===== src/rtl/bfly_r2_pipe.sv =====
// Three-stage pipelined radix-2 DIT complex butterfly: x0 = x + w*y, x1 = x - w*y.
// Define BFLY_SAT_EN to clamp out-of-range results; otherwise results wrap to DW bits.
module bfly_r2_pipe #(
   parameter int unsigned DW = 9,
   parameter int unsigned TW = 9
) (
   input  logic          clk,
   input  logic          rst,
   input  logic          in_valid,
   output logic          in_ready,
   input  logic          inv,
   input  logic          scale,
   input  logic [DW-1:0] xr,
   input  logic [DW-1:0] xi,
   input  logic [DW-1:0] yr,
   input  logic [DW-1:0] yi,
   input  logic [TW-1:0] wr,
   input  logic [TW-1:0] wi,
   output logic          out_valid,
   input  logic          out_ready,
   output logic [DW-1:0] x0r,
   output logic [DW-1:0] x0i,
   output logic [DW-1:0] x1r,
   output logic [DW-1:0] x1i,
   output logic          ovf,
   input  logic          clr_ovf
);

   localparam int unsigned PW = DW + TW;
   localparam int unsigned SW = PW + 1;
   localparam int unsigned RW = DW + 2;
   localparam logic signed [SW-1:0] RND = SW'(1) << (TW - 2);

   function automatic logic signed [RW-1:0] scl(input logic signed [RW-1:0] v, input logic s);
      return s ? (v >>> 1) : v;
   endfunction

   // Out of DW range when the bits above the DW sign bit disagree with it.
   function automatic logic oor(input logic signed [RW-1:0] v);
      return !((&v[RW-1:DW-1]) || !(|v[RW-1:DW-1]));
   endfunction

   function automatic logic [DW-1:0] reduce(input logic signed [RW-1:0] v);
`ifdef BFLY_SAT_EN
      if (oor(v)) return v[RW-1] ? {1'b1, {(DW-1){1'b0}}} : {1'b0, {(DW-1){1'b1}}};
      return v[DW-1:0];
`else
      return v[DW-1:0];
`endif
   endfunction

   logic                 en_c;
   logic                 v1_q, v2_q, v3_q;
   logic signed [DW-1:0] xr1_q, xi1_q, yr1_q, yi1_q;
   logic signed [TW-1:0] wr1_q;
   logic signed [TW:0]   wi1_q;
   logic                 sc1_q;
   logic signed [TW:0]   wi_ext, wi_d;
   logic signed [PW-1:0] p_rr_d, p_ii_d, p_ri_d, p_ir_d;
   logic signed [PW-1:0] p_rr_q, p_ii_q, p_ri_q, p_ir_q;
   logic signed [DW-1:0] xr2_q, xi2_q;
   logic                 sc2_q;
   logic signed [SW-1:0] tr_full, ti_full;
   logic signed [RW-1:0] tr, ti, s0r, s0i, s1r, s1i;
   logic                 ovf_set_c;
   logic [DW-1:0]        x0r_q, x0i_q, x1r_q, x1i_q;
   logic                 ovf_q;

   assign en_c     = !v3_q || out_ready;
   assign in_ready = en_c;

   // Conjugate in TW+1 bits so negating -2^(TW-1) stays exact.
   assign wi_ext = (TW+1)'(signed'(wi));
   assign wi_d   = inv ? -wi_ext : wi_ext;

   assign p_rr_d = PW'(wr1_q) * PW'(yr1_q);
   assign p_ii_d = PW'(wi1_q) * PW'(yi1_q);
   assign p_ri_d = PW'(wr1_q) * PW'(yi1_q);
   assign p_ir_d = PW'(wi1_q) * PW'(yr1_q);

   // Round half up, then drop the TW-1 fractional twiddle bits.
   assign tr_full = SW'(p_rr_q) - SW'(p_ii_q) + RND;
   assign ti_full = SW'(p_ri_q) + SW'(p_ir_q) + RND;
   assign tr      = RW'(tr_full >>> (TW - 1));
   assign ti      = RW'(ti_full >>> (TW - 1));

   assign s0r = scl(RW'(xr2_q) + tr, sc2_q);
   assign s0i = scl(RW'(xi2_q) + ti, sc2_q);
   assign s1r = scl(RW'(xr2_q) - tr, sc2_q);
   assign s1i = scl(RW'(xi2_q) - ti, sc2_q);

   assign ovf_set_c = en_c && v2_q && (oor(s0r) || oor(s0i) || oor(s1r) || oor(s1i));

   // Pipeline registers: every stage advances together on en_c, bubbles included.
   always_ff @(posedge clk or posedge rst) begin
      if (rst) begin
         v1_q   <= 1'b0;
         v2_q   <= 1'b0;
         v3_q   <= 1'b0;
         xr1_q  <= '0;
         xi1_q  <= '0;
         yr1_q  <= '0;
         yi1_q  <= '0;
         wr1_q  <= '0;
         wi1_q  <= '0;
         sc1_q  <= 1'b0;
         p_rr_q <= '0;
         p_ii_q <= '0;
         p_ri_q <= '0;
         p_ir_q <= '0;
         xr2_q  <= '0;
         xi2_q  <= '0;
         sc2_q  <= 1'b0;
         x0r_q  <= '0;
         x0i_q  <= '0;
         x1r_q  <= '0;
         x1i_q  <= '0;
      end else if (en_c) begin
         v1_q   <= in_valid;
         xr1_q  <= xr;
         xi1_q  <= xi;
         yr1_q  <= yr;
         yi1_q  <= yi;
         wr1_q  <= wr;
         wi1_q  <= wi_d;
         sc1_q  <= scale;
         v2_q   <= v1_q;
         p_rr_q <= p_rr_d;
         p_ii_q <= p_ii_d;
         p_ri_q <= p_ri_d;
         p_ir_q <= p_ir_d;
         xr2_q  <= xr1_q;
         xi2_q  <= xi1_q;
         sc2_q  <= sc1_q;
         v3_q   <= v2_q;
         x0r_q  <= reduce(s0r);
         x0i_q  <= reduce(s0i);
         x1r_q  <= reduce(s1r);
         x1i_q  <= reduce(s1i);
      end
   end

   // Sticky overflow; a new overflow wins over a simultaneous clear.
   always_ff @(posedge clk or posedge rst) begin
      if (rst) ovf_q <= 1'b0;
      else     ovf_q <= ovf_set_c || (ovf_q && !clr_ovf);
   end

   assign out_valid = v3_q;
   assign x0r       = x0r_q;
   assign x0i       = x0i_q;
   assign x1r       = x1r_q;
   assign x1i       = x1i_q;
   assign ovf       = ovf_q;

endmodule


===== config.mk =====
export PLATFORM = sky130hd
export DESIGN_NAME = bfly_r2_pipe
export DESIGN_NICKNAME = d
export VERILOG_FILES = /design/src/rtl/bfly_r2_pipe.sv
export SDC_FILE = /design/constraint.sdc
export NUM_CORES = 1
export LEC_CHECK = 0
export CAP_MARGIN = 20
export CORE_ASPECT_RATIO = 1.5
export CORE_MARGIN = 2
export CORE_UTILIZATION = 28
export CTS_BUF_LIST = sky130_fd_sc_hd__clkbuf_16
export CTS_CLUSTER_DIAMETER = 60
export CTS_CLUSTER_SIZE = 25
export DETAILED_ROUTE_END_ITERATION = 16
export PLACE_DENSITY = 0.53
export SETUP_SLACK_MARGIN = 0.1
export SYNTH_ARGS = -nofsm -noshare
export SYNTH_HDL_FRONTEND = slang
export SYNTH_SLANG_ARGS = --single-unit

===== constraint.sdc =====
create_clock -name clk -period 7.9 [get_ports clk]
set_clock_uncertainty 0.1 [all_clocks]
set_input_delay 0.79 -clock clk [delete_from_list [all_inputs] [get_ports clk]]
set_output_delay 0.79 -clock clk [all_outputs]
set_load 0.005 [all_outputs]

==> results of run 1 <==
[metal layers]
metal  global-route usage, %  vias to the layer above  routed length (µm)
li1                        -                     7996                   -
met1                    16.9                     7940               24200
met2                    24.3                      226               28000
met3                    2.12                       64                1630
met4                    4.57                        4                1400
met5                       0                        -                  22
[worst min-delay path: stages (launching register included)]
cell and delay (ns):
dfrtp_1 0.35, nand2_1 0.05, nand2_1 0.05
[cells in the final DEF, fill, tap and decap left out, types with 69 or more instances in the layout]
cell type and n:
nand2_1 492, inv_1 366, fa_1 292, ha_1 265, dfrtp_1 187, and2_1 137
nor2_1 117, a21oi_1 105, clkdlybuf4s50_1 99, xnor2_1 87, o21ai_0 69
[logic make-up after synthesis]
family | after synthesis
flip-flops | 187
multiplexers | 23
XOR/XNOR | 138
buffers and inverters | 489
adder cells (fa/ha/maj) | 557
AO/OA/AOI/OAI | 308
AND/OR/NAND/NOR | 853
[state kept, by name, indices dropped and copies added, names as in the netlist, 9 cells and up]
signal	cells
p_ii_q	18
p_ir_q	18
p_ri_q	18
p_rr_q	18
wi1_q	10
wr1_q	9
x0i	9
x0r	9
x1i	9
x1r	9
xi1_q	9
xi2_q	9
xr1_q	9
xr2_q	9
yi1_q	9
yr1_q	9
[stage by stage]
step                      std cells  hold WS [ns]  worst slack [ns]
after floorplan                2555         0.339              1.92
after global placement         3588         0.351              2.00
after detailed placement       3588         0.358              1.95
after CTS                      3618         0.375              1.96
after global routing           3618         0.390              1.62
final                          3618         0.372              1.98
[final timing paths]
path	end	cells after the start
setup reg to reg	p_ii_q[15]	21
max in group asynchronous	yi1_q[5]	3
min in group asynchronous	xr2_q[1]	2
setup / recovery	p_ii_q[15]	21
hold / removal	xr1_q[2]	2
hold reg to reg	xr1_q[2]	2
[area by class of cell]
| type | count | area share [%] |
|---|---|---|
| Inverter | 369 | 5.47 |
| Sequential cell | 187 | 18.3 |
| Timing Repair Buffer | 113 | 4.38 |
| Tap cell | 1040 | 5.09 |
| Clock buffer | 17 | 1.66 |
| Multi-Input combinational cell | 1879 | 64.4 |
| Clock inverter | 13 | 0.724 |
==> flow_metrics.py, run 1 <==
metrics = {
    "cts": {
        "clk_latency_ns": 0.51,
        "ctsHtreeMaxLevel": 4,
        "clkSinkCount": 187,
        "cts_setup_buffers": 0,
        "ctsResizeCount": 0,
        "path_clk_slew_ns": 0.08,
        "root_buffer": "clkbuf_16",
        "cts_buffers": 17,
        "cts_buffer_depth": 2,
        "hold_buffers": 0,
        "tritoncts": "yes",
    },
    "global_routing": {
        "antenna_found_initial": 2,
        "grt_usage_pct": 13.7,
        "grt_pass1_wl_mm": 91.2,
        "grt_remaining_overflow": 0,
        "grt_max_degree": 158,
        "grt_pass1_vias": 17300,
    },
    "final_layout": {
        "antenna_cells": 0,
        "final_net_count": 3185,
        "final-seq-area_um2": 4680,
        "design_area_um2": 25600,
        "final_layout_size_suffix_gt1_share_pct": 3.45,
        "utilization_pct": 31.5,
        "nFillCells": 8571,
        "multi_input_area_um2": 16500,
        "area_delta_synth_final_pct": 11.2,
    },
    "synthesis": {
        "post-synth-top-area-cell": "fa_1",
        "syn_inst": 2555,
        "synth.distinct_cells": 70,
        "synth-simple-area-share_pct": 16.6,
        "synth_nets": 3173,
        "synth_compound_area_share_pct": 8.78,
        "async_flop_share_pct": 100,
        "synth_most_common_cell": "nand2_1",
        "synthMuxAreaShare_pct": 1.06,
        "ys.flop_type": "dfrtp_1",
        "synthAdderAreaFrac_pct": 39.9,
        "synth_edf_count": 0,
        "synth_area_um2": 23000,
        "yosys_warnings": 0,
        "synth_top_family_by_area": "adder cells",
        "postSynthAreaPerCell_um2": 9.00,
        "synth.area.top_cells": "fa_1, dfrtp_1, ha_1, nand2_1, inv_1",
        "synth_common_cells": "nand2_1, inv_1, fa_1",
        "synth_seq_cells": 187,
        "synthXorXnorAreaFrac_pct": 5.29,
        "synth_top_area_share_pct": 25.4,
        "yosysSeqAreaShare_pct": 20.4,
    },
    "critical_path": {
        "path_cells": "nand2_1, fa_1, fa_1, inv_1, ha_1, inv_1, fa_1, inv_1, ha_1, ha_1, fa_1, a21o_1, a21oi_1, o21bai_1, a21oi_1, nor2b_1, o21a_1, o31a_1, or3_1, a21oi_1, a21oi_1",
        "crit_buf_inv": 3,
        "worstSetupStartpoint": "yi1_q[1]",
        "rrSetupSlack_ns": 1.98,
        "crit_required_ns": 8.17,
        "cp_top_family": "adder cells",
        "cp-start-kind": "flip-flop",
        "end_kind": "flip-flop",
        "r2r_start": "yi1_q[1]",
        "path_max_fanout": 20,
        "slowest_delay_ns": 0.87,
        "cpMaxStageDelayCell": "dfrtp_1",
        "critical_path_class": "flip-flop to flip-flop",
        "cp_data_arrival_time_ns": 6.19,
    },
    "floorplan": {
        "io_pins": 100,
        "die_w_um": 238,
        "core_um2": 81200,
        "row_count": 128,
        "dieArea_um2": 84500,
        "dieHeight_um": 355,
        "initial_core_util_pct": 28.3,
    },
    "min_path": {
        "min_path_type": "flip-flop to flip-flop",
        "worstHoldStart": "xr1_q[2]",
    },
    "sta": {
        "finalHoldViolCount": 0,
        "finalCritPeriodShare_pct": 74.9,
        "tns_ns": 0,
        "drv_slew": 0,
        "final.min_clock_period_ns": 5.92,
        "setup_violations": 0,
        "rsz0062_at_grt": "false",
        "tightest_slew_ns": 0.935,
        "timing.fmax_mhz": 169,
        "slew_headroom_pct": 37.7,
    },
    "run": {
        "cap_violations": 0,
    },
    "placement": {
        "gp_congestion": 0.801,
        "dp_hpwl_mm": 43.2,
        "port_buffers": 99,
        "placed_cell_area_um2": 25000,
    },
    "detailed_routing": {
        "drc": 0,
        "post_drt_wl_per_cell_um": 15.3,
        "routed_wl_mm": 55.3,
        "drt-pass1-iter-count": 4,
        "drt-initial-drc-count": 675,
        "vias": 16200,
        "antenna_left": 0,
        "vias_per_cell": 4.49,
    },
    "status": {
        "status": "complete, no violations",
    },
}
Power of run 1 is not shown: default switching activity piles up to over one toggle a cycle in this logic, so the estimate is an artifact.
==> run 2, diff against run 1 <==
- clock period: 7.9 -> 5.7 ns (I/O delays scaled with it)
==> run 2 against run 1 <==
Net effect: via count grew 3.1%; routed wire length grew 5.9%; sequential cell count is the same; first-iteration DRC count grew 10%; sequential share of layout area shrank 0.42 points; maximum frequency grew 10%; global-route usage grew 0.73 points; worst setup slack lost 1.6 ns; highest routed layer unchanged.
==> flow_metrics.py, run 2 (synthesis results as in run 1) <==
metrics = {
    "status": {
        "status": "complete, no violations",
    },
    "sta": {
        "finalCritPeriodShare_pct": 94.1,
        "setup_violations": 0,
        "timing.fmax_mhz": 186,
        "drv_slew": 0,
        "tns_ns": 0,
        "tightest_slew_ns": 0.770,
        "final.min_clock_period_ns": 5.37,
        "slew_headroom_pct": 48.7,
        "finalHoldViolCount": 0,
        "rsz0062_at_grt": "true",
    },
    "global_routing": {
        "grt_remaining_overflow": 0,
        "gr-usage-met3_pct": 2.38,
        "grt_pass1_wl_mm": 94.9,
        "grt_pass1_vias": 17800,
        "met1_usage_pct": 17.3,
        "top_usage_layer": "met2",
        "grt_max_degree": 131,
        "grt_usage_pct": 14.4,
        "antenna_found_initial": 3,
        "use_met2_pct": 25.5,
    },
    "cts": {
        "clkSinkCount": 187,
        "cts_buffers": 17,
        "hold_buffers": 0,
        "clk_latency_ns": 0.51,
        "path_clk_slew_ns": 0.09,
        "tritoncts": "yes",
        "root_buffer": "clkbuf_16",
        "cts_buffer_depth": 2,
        "ctsHtreeMaxLevel": 4,
    },
    "floorplan": {
        "io_pins": 100,
        "row_count": 128,
        "initial_core_util_pct": 28.3,
        "die_w_um": 238,
        "dieArea_um2": 84500,
        "core_um2": 81200,
        "dieHeight_um": 355,
    },
    "detailed_routing": {
        "drt-initial-drc-count": 743,
        "routed_wl_mm": 58.5,
        "vias_per_cell": 4.52,
        "antenna_left": 0,
        "drc": 0,
        "vias": 16700,
        "post_drt_wl_per_cell_um": 15.8,
        "drt-pass1-iter-count": 5,
    },
    "critical_path": {
        "slowest_delay_ns": 0.57,
        "worstSetupStartpoint": "yr1_q[2]",
        "crit_cells": 18,
        "cpMaxStageDelayCell": "fa_1",
        "setup.worst_path.end": "p_rr_q[16]",
        "crit_buf_inv": 3,
        "critical_path_class": "flip-flop to flip-flop",
        "r2r_start": "yr1_q[2]",
        "cp_top_family": "adder cells",
        "reg2reg_depth": 18,
        "rrSetupSlack_ns": 0.33,
        "crit_required_ns": 5.97,
        "r2r_end": "p_rr_q[16]",
        "path_max_fanout": 12,
        "path_cells": "buf_4, nand2_1, fa_1, inv_1, fa_1, fa_1, fa_1, fa_1, ha_1, inv_1, o21bai_1, a21oi_1, nor2b_1, o21a_1, o31a_1, o41ai_1, xor2_1, o21ai_0",
        "cp_data_arrival_time_ns": 5.64,
        "cp-start-kind": "flip-flop",
        "crit_path_frequent_cell": "fa_1",
        "end_kind": "flip-flop",
    },
    "final_layout": {
        "final_net_count": 3268,
        "area_delta_synth_final_pct": 14.6,
        "layout_commonest_cell": "nand2_1",
        "final_layout_size_suffix_gt1_share_pct": 7.59,
        "final-seq-area_um2": 4710,
        "multi_input_area_um2": 16500,
        "final_cells": 3706,
        "final_cell_mix": "nand2_1, inv_1, fa_1, ha_1, dfrtp_1",
        "nFillCells": 8523,
        "utilization_pct": 32.4,
    },
    "placement": {
        "gp_congestion": 0.858,
        "port_buffers": 99,
        "dp_hpwl_mm": 47.3,
        "place_inst": 3659,
    },
    "min_path": {
        "min_path_type": "primary input to async pin",
    },
    "run": {
        "cap_violations": 0,
    },
}
[run 2: changes by cell type in the layout (fill, tap and decap cells not counted), moves of 5 or more]
cell,change
dfrtp_2,+22
buf_4,+75
clkinv_8,+5
dfrtp_1,-23
buf_12,+6
[run 2: how the worst min path moves through the flow]
stage              start  depth (start not counted)  slack [ns]        end
2_1_floorplan  p_ri_q[0]                          2        0.34  p_ri_q[0]
3_3_place_gp    xr1_q[7]                          2        0.35   xr1_q[7]
3_5_place_dp    xi1_q[5]                          2        0.36   xi1_q[5]
4_1_cts              rst                          2        0.27   xr2_q[1]
5_1_grt              rst                          2        0.31   xr2_q[4]
6_report             rst                          2        0.30   xr2_q[4]
[run 2: repair_timing]
action / in CTS / in global routing
gates resized for setup: 0 / 32
buffers inserted: 0 / 12
endpoints found under the setup margin: 0 / 16
hold endpoints to repair: 0 / 0
[run 2: cell type report]
cell class,count,share of cell area [%]
inverter,369,5.29
antenna,3,0.0285
tap,1040,4.94
multi-input combinational,1879,62.6
timing repair buffer,196,6.91
clock inverter,15,0.741
clock buffer,17,1.61
sequential,187,17.9
[run 2: per-layer routing]
layer | routed length (µm) | part of all wire [%]
met2 | 29200 | 50
met5 | 21 | 0.036
met3 | 1960 | 3.3
met4 | 2340 | 4.0
met1 | 25000 | 43
[run 2: stage by stage]
step | setup WS [ns] | hold WS [ns] | area, µm²
final | 0.334 | 0.305 | 26300
after floorplan | 0.187 | 0.339 | 23000
after CTS | 0.132 | 0.273 | 26200
after global routing | 0.0668 | 0.309 | 26300
after detailed placement | 0.153 | 0.356 | 25500
after global placement | 0.160 | 0.352 | 25500
Power of run 2 is left out for the same reason.
==> edit 1, RTL diff (flow settings as in run 2) <==
Set the parameter `TW` to 8 (it was 9).
--- a/src/rtl/bfly_r2_pipe.sv
+++ b/src/rtl/bfly_r2_pipe.sv
@@ -2,7 +2,7 @@
 // Define BFLY_SAT_EN to clamp out-of-range results; otherwise results wrap to DW bits.
 module bfly_r2_pipe #(
    parameter int unsigned DW = 9,
-   parameter int unsigned TW = 9
+   parameter int unsigned TW = 8
 ) (
    input  logic          clk,
    input  logic          rst,
Interface: changed (resized wi and wr); port bits go from 100 to 98. The function was not compared with the original's and may differ.
==> edit 1 against run 2 <==
Worst setup slack improved by 0.037 ns; final area fell by 7.0%; critical path depth rose by 3; routed wire length fell by 13%; sequential cell count fell by 6; synthesized area fell by 5.7%; fmax rose by 0.70%; largest cell class unchanged.
Power is not shown: default switching activity piles up to over one toggle a cycle in this logic, so the estimate is an artifact.
==> edit 1: results (changes against run 2) <==
Layout
  – Final net count: 3063 (-6.3%)
  – Share of cells above drive strength 1: 4.77% (-2.8 points)
  – Number of diodes: 0 (-3)
  – Fill cells: 8133 (-4.6%)

Logic synthesis
  – Synth Area in Compound Gates: 8.79% (about the same)
  – Synth Flop Type: dfrtp_1
  – Cell variety after synth: 68 (-2.9%)
  – Post-synth top cells: nand2_1 (438), inv_1 (373), fa_1 (260)
  – Adder-cell area share of the yosys netlist: 38.0% (-1.9 points)
  – Sequential area share after synthesis: 20.9% (+0.53 points)
  – Area contributors post-synth: fa_1 (24%), dfrtp_1 (21%), ha_1 (14%)
  – Synth Warn #: 0 (unchanged)
  – Area leader, netlist: fa_1
  – Xor/xnor share of the synthesized area: 5.12% (-0.17 points)
  – Fraction of synthesized area in multiplexers: 1.41% (+0.35 points)
  – Asr flop ratio synth: 100% (unchanged)
  – Net count of the mapped netlist: 3005 (-5.3%)

STA
  – Worst slew pin tran: 0.951 ns (+0.181 ns)

GRT
  – Largest net degree at the start of global routing: 173 (+32%)
  – Initial antenna violation count: 0 (-3)
  – Total track usage: 13.5% (-0.96 points)
  – First-pass GRT wire length: 85.3 mm (-10%)

Hold path
  – WHS Path Cells: 2
  – Hold EP: xi1_q[5]
  – Tightest Hold Check Type: reg2reg
  – Hold path startpoint: xi1_q[5]

Clock network
  – Clock Latency Late Sink: 0.48 ns (-0.03 ns)
  – Clock-pin slew on the worst setup and hold paths: 0.08 ns
  – CTS buffer count: 17 (unchanged)
  – CTS root buf: clkbuf_16
  – Deepest clock path buffer count: 2 (unchanged)
  – Number of H-tree levels: 4 (unchanged)

Drt
  – DRT iter0 DRCs: 636 (-14%)
  – 1st-pass router iterations: 5 (unchanged)
  – Average wire per standard cell: 14.5 µm (-8.2%)
  – Vias: 15564 (-7.0%)

Placement
  – Hpwl dp: 41.3 mm (-13%)
  – Final Wtd Congestion: 0.835 (-2.7%)
  – Pre-CTS WS: 0.296 ns (+0.143 ns)
  – Port Buffers: 97 (-2.0%)

Worst setup path
  – RR Startpoint: yr1_q[0]
  – WP data arrival: 5.63 ns (about the same)
  – RR Endpoint: p_ir_q[15]
  – Critical Path Fanout Max: 13 (+1)
  – R2R setup slack: 0.37 ns (+0.04 ns)
  – Worst Reg-to-Reg Cells: 21 (+3)

Status
  – Status: finished clean
## edit 1: logic make-up after synthesis
| logic type | after synthesis |
|---|---|
| and+or+nand+nor | 821 |
| muxes | 29 |
| AOI/OAI and AO/OA | 309 |
| buffers and inverters | 476 |
| xor gates and xnor gates | 126 |
| adders and majority gates | 502 |
| DFF | 181 |
## edit 1: per-layer routing
layer / part of all wire (%) / up-vias / track usage [%]
met3: 2.2 / 44 / 1.53
li1: - / 7772 / -
met2: 51 / 169 / 25.0
met1: 45 / 7579 / 16.4
met5: 0 / - / 0
met4: 1.9 / 0 / 3.74
## edit 1: timing repair
item | in CTS | in global routing
buffers inserted | 0 | 0
resized for setup | 0 | 11
setup endpoints to repair | 0 | 5
endpoints found under the hold margin | 0 | 0
## edit 1: worst max path at each step
stage | start | endpoint | slack [ns] | cells past startpoint
after floorplan | rst | out_valid | 0.11 | 1
after global placement | yr1_q[0] | p_ir_q[15] | 0.40 | 21
after detailed placement | yr1_q[0] | p_ir_q[16] | 0.30 | 17
after CTS | yr1_q[0] | p_ir_q[16] | 0.28 | 17
after global routing | yr1_q[0] | p_ir_q[15] | -0.01 | 21
final | yr1_q[0] | p_ir_q[15] | 0.37 | 21
## edit 1: through the flow
stage,util [%],area [µm²],hold WS (ns),TNS (ns),std cells
floorplan,-,21700,0.331,0,2444
global placement,31.0,23900,0.345,0,3499
detailed placement,31.0,23900,0.354,0,3499
CTS,31.8,24500,0.373,0,3531
global route,31.8,24500,0.403,-0.0110,3531
finish,31.8,24500,0.367,0,3531
## edit 1: layout make-up
class / count / area, µm² / area share, %
Clock buffer: 17 / 425 / 1.74
Clock inverter: 15 / 153 / 0.623
Timing Repair Buffer: 141 / 1330 / 5.41
Tap cell: 1016 / 1270 / 5.19
Inverter: 374 / 1420 / 5.78
Sequential cell: 181 / 4540 / 18.5
Multi-Input combinational cell: 1787 / 15400 / 62.7
## edit 1: worst max-delay path, stage by stage (launching register included)
cell and delay (ns):
dfrtp_2 0.43, buf_4 0.20, nand2_1 0.09, fa_1 0.46
fa_1 0.54, inv_1 0.05, ha_1 0.26, inv_1 0.04
fa_1 0.47, inv_1 0.04, ha_1 0.26, ha_1 0.22
fa_1 0.47, a21o_1 0.17, a21oi_1 0.21, o21bai_1 0.08
a21oi_1 0.22, o21bai_1 0.08, a21oi_1 0.21, o21bai_1 0.11
a2111oi_1 0.38, nand3b_1 0.15
==> edit 2, RTL diff (flow settings as in run 2) <==
Made on the original files. Make the reset (`rst`) synchronous in 2 clocked blocks.
--- a/src/rtl/bfly_r2_pipe.sv
+++ b/src/rtl/bfly_r2_pipe.sv
@@ -92,7 +92,7 @@
    assign ovf_set_c = en_c && v2_q && (oor(s0r) || oor(s0i) || oor(s1r) || oor(s1i));
 
    // Pipeline registers: every stage advances together on en_c, bubbles included.
-   always_ff @(posedge clk or posedge rst) begin
+   always_ff @(posedge clk) begin
       if (rst) begin
          v1_q   <= 1'b0;
          v2_q   <= 1'b0;
@@ -141,7 +141,7 @@
    end
 
    // Sticky overflow; a new overflow wins over a simultaneous clear.
-   always_ff @(posedge clk or posedge rst) begin
+   always_ff @(posedge clk) begin
       if (rst) ovf_q <= 1'b0;
       else     ovf_q <= ovf_set_c || (ovf_q && !clr_ovf);
    end
Function: changed (a bounded check fails within 4 cycles, from zero or initial values and one cycle with rst high; the reset may be asserted at any time).
==> edit 2 against run 2 <==
Routed wire length grew 1.8%; utilization is 0.44 points lower; synthesized area decreased by 1.5%; die area shrank 1.5%; highest routed layer is now met4; non-clock buffer count down 25; sequential cell count stayed put; worst setup slack got worse by 0.021 ns; final area shrank 2.7%; synthesized cell count increased by 4.3%; count of clock-buffer cells in the layout unchanged; largest cell class unchanged.
Power is left out: it rests on default switching activity, and per cell area and clock period it moved more than threefold.
==> edit 2: results (changes against run 2) <==
Drt
  – DRT iter0 DRCs: 738 (-0.67%)
  – WL final: 59.6 mm (+1.8%)
  – Via-per-instance ratio: 4.52 (about the same)
  – Antenna-violating nets left: 0 (unchanged)
  – Average wire per standard cell: 15.9 µm (+0.44%)

Logic synthesis
  – Post-synth top cells: nand2_1 (425), inv_1 (389), fa_1 (292)
  – Cell variety after synth: 64 (-8.6%)
  – Gate Count Post-Synth: 2666 (+4.3%)
  – Asr flop ratio synth: 0% (-100 points)
  – Sequential area share after synthesis: 16.5% (-3.8 points)
  – Net count of the mapped netlist: 3284 (+3.5%)
  – Synth Flop Type: dfxtp_1
  – Area contributors post-synth: fa_1 (26%), dfxtp_1 (17%), ha_1 (15%)

Layout
  – Share of cells above drive strength 1: 5.06% (-2.5 points)
  – Final Util: 32.0% (-0.44 points)
  – Sequential share of cell area: 14.7% (-3.2 points)
  – Area of the multi-input gates: 0.0169 mm² (+2.5%)
  – Number of diodes: 0 (-3)
  – Clock-cell share: 2.49% (+0.13 points)
  – Signal buf overhead: 6.14% (-0.76 points)
  – #MultiIn Comb: 1946 (+3.6%)
  – Non-clk bufs: 171 (-13%)
  – Fill cells: 8515 (-0.094%)
  – Clock buffers: 17 (unchanged)
  – Non-clk invs: 389 (+5.4%)

STA
  – Worst slew pin tran: 0.971 ns (+0.201 ns)
  – Hold WS: 0.353 ns (+0.0483 ns)
  – Max frequency: 0.186 GHz (-0.39%)

Placement
  – Pre-CTS WS: 0.128 ns (-0.0251 ns)
  – Dpl cell area: 0.0249 mm² (-2.4%)
  – Hpwl dp: 47.8 mm (+1.1%)
  – Final Wtd Congestion: 0.862 (+0.51%)
  – Placed insts: 3725 (+1.8%)

Clock network
  – Clock Latency Late Sink: 0.52 ns
  – Deepest clock path buffer count: 2 (unchanged)
  – Clock-pin slew on the worst setup and hold paths: 0.09 ns (about the same)
  – Number of H-tree levels: 4 (unchanged)

GRT
  – Vias in the first global route: 17601 (-1.3%)
  – Total track usage: 14.8% (+0.34 points)
  – First-pass GRT wire length: 96.8 mm (+2.0%)
  – Initial antenna violation count: 0 (-3)
  – Largest net degree at the start of global routing: 185 (+41%)

Worst setup path
  – Worst Reg-to-Reg Cells: 20 (+2)
  – Critical Path Slowest Stage Cell: dfxtp_1
  – WP data arrival: 5.67 ns (+0.03 ns)
  – Max incr delay on CP: 0.52 ns (-0.05 ns)
  – Critical Path End: p_ir_q[17]
  – CP top delay family: adder cells
  – R2R setup slack: 0.31 ns (-0.02 ns)
  – CP Launch Point: wi1_q[3]
  – Critical Path Fanout Max: 6 (-6)

Hold path
  – Hold path startpoint: p_ii_q[10]
  – WHS Path Cells: 2
  – Tightest Hold Check Type: reg2reg

Floorplanning
  – N_taps: 1032 (-0.77%)

Status
  – Status: finished clean
[edit 2: cell count changes after synthesis, sizes merged, moves of 9 or more]
cell           run 2  this run
a211oi             4        30
nand2            492       425
mux2              10         0
o21a              22         7
or3                4        14
a21oi            107       205
clkbuf           101       131
o211ai             2        11
dfxtp              0       187
nand3              8        27
o21ai             71        46
inv              368       389
dfrtp            187         0
[edit 2: kinds of logic after synthesis]
kind of cell	after synthesis	share of synthesized area (%)
xor gates and xnor gates	139	5.38
AOI/OAI and AO/OA	394	10.7
and+or+nand+nor	836	17.0
adders and majority gates	557	40.5
buffers and inverters	533	8.99
DFF	187	16.5
muxes	20	0.884
[edit 2: metal layers]
metal  wire length [µm]  track usage (%)  vias to the layer above
li1                   -                -                     8512
met2              31300             27.1                      211
met4               1590             5.20                        0
met1              25500             17.7                     8202
met5                  0                0                        -
met3               1250             1.68                       57
[edit 2: timing repair]
action	4_1_cts	5_1_grt
endpoints found under the hold margin	0	0
endpoints found under the setup margin	1	10
resized for setup	1	21
